--- src/rtl/keypad_operand_capture.sv ---
// Decodes one-hot keypad presses into key codes, acknowledges each accepted press,
// and assembles two BCD operands (A then B) handed off with a valid/ready handshake.
module keypad_operand_capture #(
    parameter int WIDTH    = 4,
    parameter int N_DIGITS = 3
) (
    input  logic                             clk,
    input  logic                             rst_n,
    input  logic [WIDTH-1:0]                 pressed_col_in,
    input  logic [WIDTH-1:0]                 pressed_row_in,
    input  logic                             pressed_valid,
    output logic                             ack_read,
    output logic [3:0]                       key_code,
    output logic                             key_strobe,
    output logic                             entry_sel,
    output logic [$clog2(N_DIGITS+1)-1:0]    digit_count,
    output logic [4*N_DIGITS-1:0]            operand_a,
    output logic [4*N_DIGITS-1:0]            operand_b,
    output logic                             result_valid,
    input  logic                             result_ready
);

    localparam int DW = $clog2(N_DIGITS + 1);
    localparam int OW = 4 * N_DIGITS;
    localparam logic [DW-1:0] MAX_DIGITS = DW'(N_DIGITS);
    localparam logic [3:0] CODE_STAR = 4'd14;
    localparam logic [3:0] CODE_HASH = 4'd15;

    typedef enum logic [1:0] {
        ENTER_A = 2'd0,
        ENTER_B = 2'd1,
        OUT     = 2'd2
    } state_t;

    state_t          r_state;
    logic            r_ack;
    logic [3:0]      r_code;
    logic            r_strobe;
    logic            r_sel;
    logic [DW-1:0]   r_cnt;
    logic [OW-1:0]   r_a;
    logic [OW-1:0]   r_b;
    logic            r_valid;

    logic            w_accept;
    logic            w_well_formed;
    logic            w_take;
    logic            w_is_digit;
    logic [1:0]      w_row_idx;
    logic [1:0]      w_col_idx;
    logic [3:0]      w_code;

    // Fixed 4x4 map: row-major, "123A / 456B / 789C / *0#D".
    function automatic logic [3:0] key_lut(input logic [1:0] row, input logic [1:0] col);
        case ({row, col})
            4'h0: key_lut = 4'd1;   4'h1: key_lut = 4'd2;   4'h2: key_lut = 4'd3;   4'h3: key_lut = 4'd10;
            4'h4: key_lut = 4'd4;   4'h5: key_lut = 4'd5;   4'h6: key_lut = 4'd6;   4'h7: key_lut = 4'd11;
            4'h8: key_lut = 4'd7;   4'h9: key_lut = 4'd8;   4'hA: key_lut = 4'd9;   4'hB: key_lut = 4'd12;
            4'hC: key_lut = 4'd14;  4'hD: key_lut = 4'd0;   4'hE: key_lut = 4'd15;  default: key_lut = 4'd13;
        endcase
    endfunction

    always_comb begin
        w_row_idx = '0;
        w_col_idx = '0;
        for (int unsigned i = 0; i < WIDTH; i++) begin
            if (pressed_row_in[i]) w_row_idx = 2'(i);
            if (pressed_col_in[i]) w_col_idx = 2'(i);
        end
    end

    assign w_accept      = pressed_valid && !r_ack;
    assign w_well_formed = $onehot(pressed_row_in) && $onehot(pressed_col_in);
    assign w_take        = w_accept && w_well_formed;
    assign w_code        = key_lut(w_row_idx, w_col_idx);
    assign w_is_digit    = (w_code <= 4'd9);

    always_ff @(posedge clk or negedge rst_n) begin
        if (!rst_n) begin
            r_state  <= ENTER_A;
            r_ack    <= 1'b0;
            r_code   <= '0;
            r_strobe <= 1'b0;
            r_sel    <= 1'b0;
            r_cnt    <= '0;
            r_a      <= '0;
            r_b      <= '0;
            r_valid  <= 1'b0;
        end else begin
            r_ack    <= w_accept;
            r_strobe <= w_take;
            if (w_take) r_code <= w_code;

            case (r_state)
                ENTER_A, ENTER_B: begin
                    if (w_take) begin
                        if (w_is_digit) begin
                            if (r_cnt < MAX_DIGITS) begin
                                if (r_state == ENTER_A) r_a <= {r_a[OW-5:0], w_code};
                                else                    r_b <= {r_b[OW-5:0], w_code};
                                r_cnt <= r_cnt + DW'(1);
                            end
                        end else if (w_code == CODE_STAR) begin
                            if (r_state == ENTER_A) r_a <= '0;
                            else                    r_b <= '0;
                            r_cnt <= '0;
                        end else if (w_code == CODE_HASH) begin
                            r_cnt <= '0;
                            if (r_state == ENTER_A) begin
                                r_state <= ENTER_B;
                                r_sel   <= 1'b1;
                            end else begin
                                r_state <= OUT;
                                r_valid <= 1'b1;
                            end
                        end
                    end
                end
                OUT: begin
                    // Keys here are acked/strobed above but never touch the operands.
                    if (result_ready) begin
                        r_state <= ENTER_A;
                        r_valid <= 1'b0;
                        r_sel   <= 1'b0;
                        r_cnt   <= '0;
                        r_a     <= '0;
                        r_b     <= '0;
                    end
                end
                default: r_state <= ENTER_A;
            endcase
        end
    end

    assign ack_read     = r_ack;
    assign key_code     = r_code;
    assign key_strobe   = r_strobe;
    assign entry_sel    = r_sel;
    assign digit_count  = r_cnt;
    assign operand_a    = r_a;
    assign operand_b    = r_b;
    assign result_valid = r_valid;

endmodule
--- config.mk ---
export PLATFORM = sky130hd
export DESIGN_NAME = keypad_operand_capture
export DESIGN_NICKNAME = d
export VERILOG_FILES = /design/src/rtl/keypad_operand_capture.sv
export SDC_FILE = /design/constraint.sdc
export NUM_CORES = 1
export LEC_CHECK = 0
export CORE_MARGIN = 2
export CORE_UTILIZATION = 35
export DETAILED_ROUTE_END_ITERATION = 16
export REMOVE_ABC_BUFFERS = 1
export SYNTH_ARGS = -nofsm -noshare
export SYNTH_HDL_FRONTEND = slang
export SYNTH_SLANG_ARGS = --single-unit
--- constraint.sdc ---
create_clock -name clk -period 3.1 [get_ports clk]
set_input_delay 0.31 -clock clk [delete_from_list [all_inputs] [get_ports clk]]
set_output_delay 0.31 -clock clk [all_outputs]
set_load 0.02 [all_outputs]
==> summary.txt <==
Global routing
  – Antenna violations before repair: 0
  – First-pass GRT wire length: around 7600 um
  – Vias in the first global route: 1543
  – Largest net degree at the start of global routing: 37
  – GRT Overall Usage: roughly 16%
  – Global route overflow: 0

Power
  – Comb power frac: 43.4%
  – Clock power frac: a little over a fifth
  – Worst vdd ir: between 200 and 300 uV
  – Int Pwr: between 1000 and 1500 uW
  – Register share of total power: approximately a third
  – Overall Power: 1868 uW
  – PD cells: approximately 640 mW/mm^2
  – Pleak: between 0.001 and 0.0015 uW
  – Switching power: between 600 and 700 uW
  – Sw Ratio: about a third

Clock tree
  – Post-CTS Hold Buffers: 0
  – CTS buffer count: 5
  – Clock transition at path regs: approximately 0.070 ns
  – CTS max path bufs: 2
  – Root Driver: clkbuf_8
  – Htree depth: 2
  – Clock latency on the worst-skew pair: around 0.29 ns
  – CTS tree: built
  – Clock Sinks: 36

Timing
  – Worst slew margin: between 40% and 50%
  – Final number of max-transition violations: 0
  – Fin Setup TNS: 0 ns
  – Max Clk Rate: approximately 0.34 GHz
  – Fin. Hold Viols: 0
  – Post-route minimum period: approximately 3 ns
  – Clock Skews: 0.005083 ns
  – Final setup viols: 0
  – Period utilization: 96.06%
  – Worst Tran Pin Value: ~0.80 ns

Drt
  – Drt drc: 0
  – Vias: around 1700
  – Iteration count of the initial detailed-routing pass: 4
  – Antenna-violating nets left: 0
  – Vias per cell: roughly 5.1
  – Routed WL: approximately 4600 um
  – 1st-iter DRT viols: 70
  – Routed wire per std cell: between 10 and 15 um

Logic synthesis
  – Top cells by area, synth: dfrtp_1, a22o_1, ha_1, o21ai_0, inv_1
  – Post-synthesis sequential area ratio: a little under half
  – Synthesized flop and latch total: 36
  – Number of synthesized flops with an enable pin: 0
  – Post-Syn Area: between 0.0015 and 0.002 mm^2
  – Avg Cell Area, Syn: between 10 and 15 um^2
  – Most used flip-flop cell after synthesis: dfrtp_1
  – Distinct cells, synth: 48
  – Post-synth top area share: a little under half
  – Warning count from the yosys run: 0
  – Syn Inst Count: 176
  – Largest area contributor in the netlist: dfrtp_1
  – Synth async-reset ratio: between 90% and 100%

Floorplan
  – Die Y: a little under 80 um
  – Initial Util: a little over a third
  – I/O pin count: between 40 and 50
  – Die width: between 70 and 80 um
  – Die area: slightly above 0.006 mm^2
  – Std-Cell Rows: 27
  – Core outline area: between 0.005 and 0.006 mm^2

Finish
  – Final std cells w/o fill: approximately 330
  – Layout cells sized above 1: 24.41%
  – # diodes: 0
  – Nets@finish: 278
  – Most frequent cells in the layout: clkdlybuf4s50_1, dfrtp_1, buf_4
  – Fillers: ~510
  – Area Growth Syn to Fin: 47.80%
  – Commonest non-fill, non-tap cell in the layout: clkdlybuf4s50_1
  – Final instance area: between 0.002 and 0.003 mm^2

Place
  – Cell total after placement: 315
  – RD Place Congestion: a little under 0.8
  – HPWL after DPL: between 3000 and 4000 um
  – DP Area: between 0.002 and 0.003 mm^2
  – Count of input and output buffers: between 40 and 50

Flow run
  – Max-cap violation count: 0

Outcome
  – Status: complete, no violations

Setup path
  – Arrival @ worst endpoint: approximately 3.2 ns
  – CP startpoint: pressed_row_in[1]
  – Worst Path Max Fanout: 6
  – WS Path Type: in -> reg
  – Worst setup SP type: primary input
  – RR Startpoint: r_state[0]
  – Crit end category: flip-flop
  – CP Data Required Time: 3.28 ns

Min path
  – Hold crit path type: in -> async
-- worst paths after layout --
path	to	slack, ns	depth (start not counted)
max in group asynchronous	operand_b[7]	2.35	2
worst min-delay path	key_strobe	0.44	2
worst min register to register	key_code[1]	0.48	2
min in group clk	key_code[1]	0.48	2
worst max register to register	operand_b[1]	0.63	8
worst max-delay path	operand_a[1]	0.12	13
-- critical path: stages --
cell and delay [ns]:
clkdlybuf4s15_1 0.19, inv_2 0.05, fa_1 0.49, inv_2 0.05
ha_4 0.16, ha_4 0.24, nor4b_4 0.32, nand4b_4 0.17
a2111oi_4 0.42, nor3b_4 0.29, buf_6 0.14, o31ai_4 0.08
a32o_1 0.25
-- sequential cells by signal, indices dropped and copies added, names as in the netlist --
signal	cells
entry_sel	1
digit_count	2
operand_a	12
key_code	4
operand_b	12
r_state	2
result_valid	1
key_strobe	1
ack_read	1
-- cells in the mapped netlist (2+ instances only) --
master / number
a2bb2oi_1: 2
o21ai_0: 12
dfrtp_1: 36
a32o_1: 2
nor3_1: 5
inv_1: 16
a22o_1: 23
o221ai_1: 2
ha_1: 11
a21oi_1: 4
nor2b_1: 3
nand2_1: 10
mux2i_1: 3
fa_1: 2
nor2_1: 9
nand2b_1: 4
-- through the flow --
step,util (%),setup WS [ns],hold WS (ns)
2_1_floorplan,-,-0.09640,0.01441
3_3_place_gp,48.93,-0.5181,0.4786
3_5_place_dp,48.93,-0.5715,0.4697
4_1_cts,51.94,0.09116,0.4493
5_1_grt,53.09,-0.01991,0.4892
6_report,53.09,0.1221,0.4376
-- logic make-up after synthesis --
logic type / share of synthesized area (%)
flip-flops: 45.83
multiplexers: 2.101
buffers and inverters: 4.837
AO/OA/AOI/OAI: 24.06
AND/OR/NAND/NOR: 14.13
adder cells (fa/ha/maj): 9.039
-- area by class of cell --
cell class              count  area (um^2)  share of cell area (%)
multi-input cells         119         1066                   36.69
flip-flops and latches     36        900.9                   31.01
repair buffers             74        670.6                   23.08
well taps                  72        90.09                   3.101
clock buffers               5        68.82                   2.369
inverters                  17        66.31                   2.283
clock inverters             3        42.54                   1.464
-- power by group through the flow --
stage               clock network [uW]  registers (uW)  logic [uW]
floorplan                            0             772         294
global placement                     0             661         735
detailed placement                   0             661         745
CTS                                419             652         780
global route                       444             666         881
finish                             409             649         811
-- what timing repair did --
| item | in CTS | in global routing |
|---|---|---|
| setup buffers | 0 | 2 |
| setup endpoints to repair | 27 | 22 |
| cloned | 1 | 0 |
| pin swaps | 8 | 8 |
| resized for setup | 16 | 19 |
-- routing by layer --
metal	vias up	wire length (um)	GRT usage, %
met4	0	59	6.379
li1	810	-	-
met3	6	189	3.636
met2	48	2227	24.87
met5	-	0	0
met1	792	2129	21.03
No activity file was read; power rests on OpenSTA's default activity.
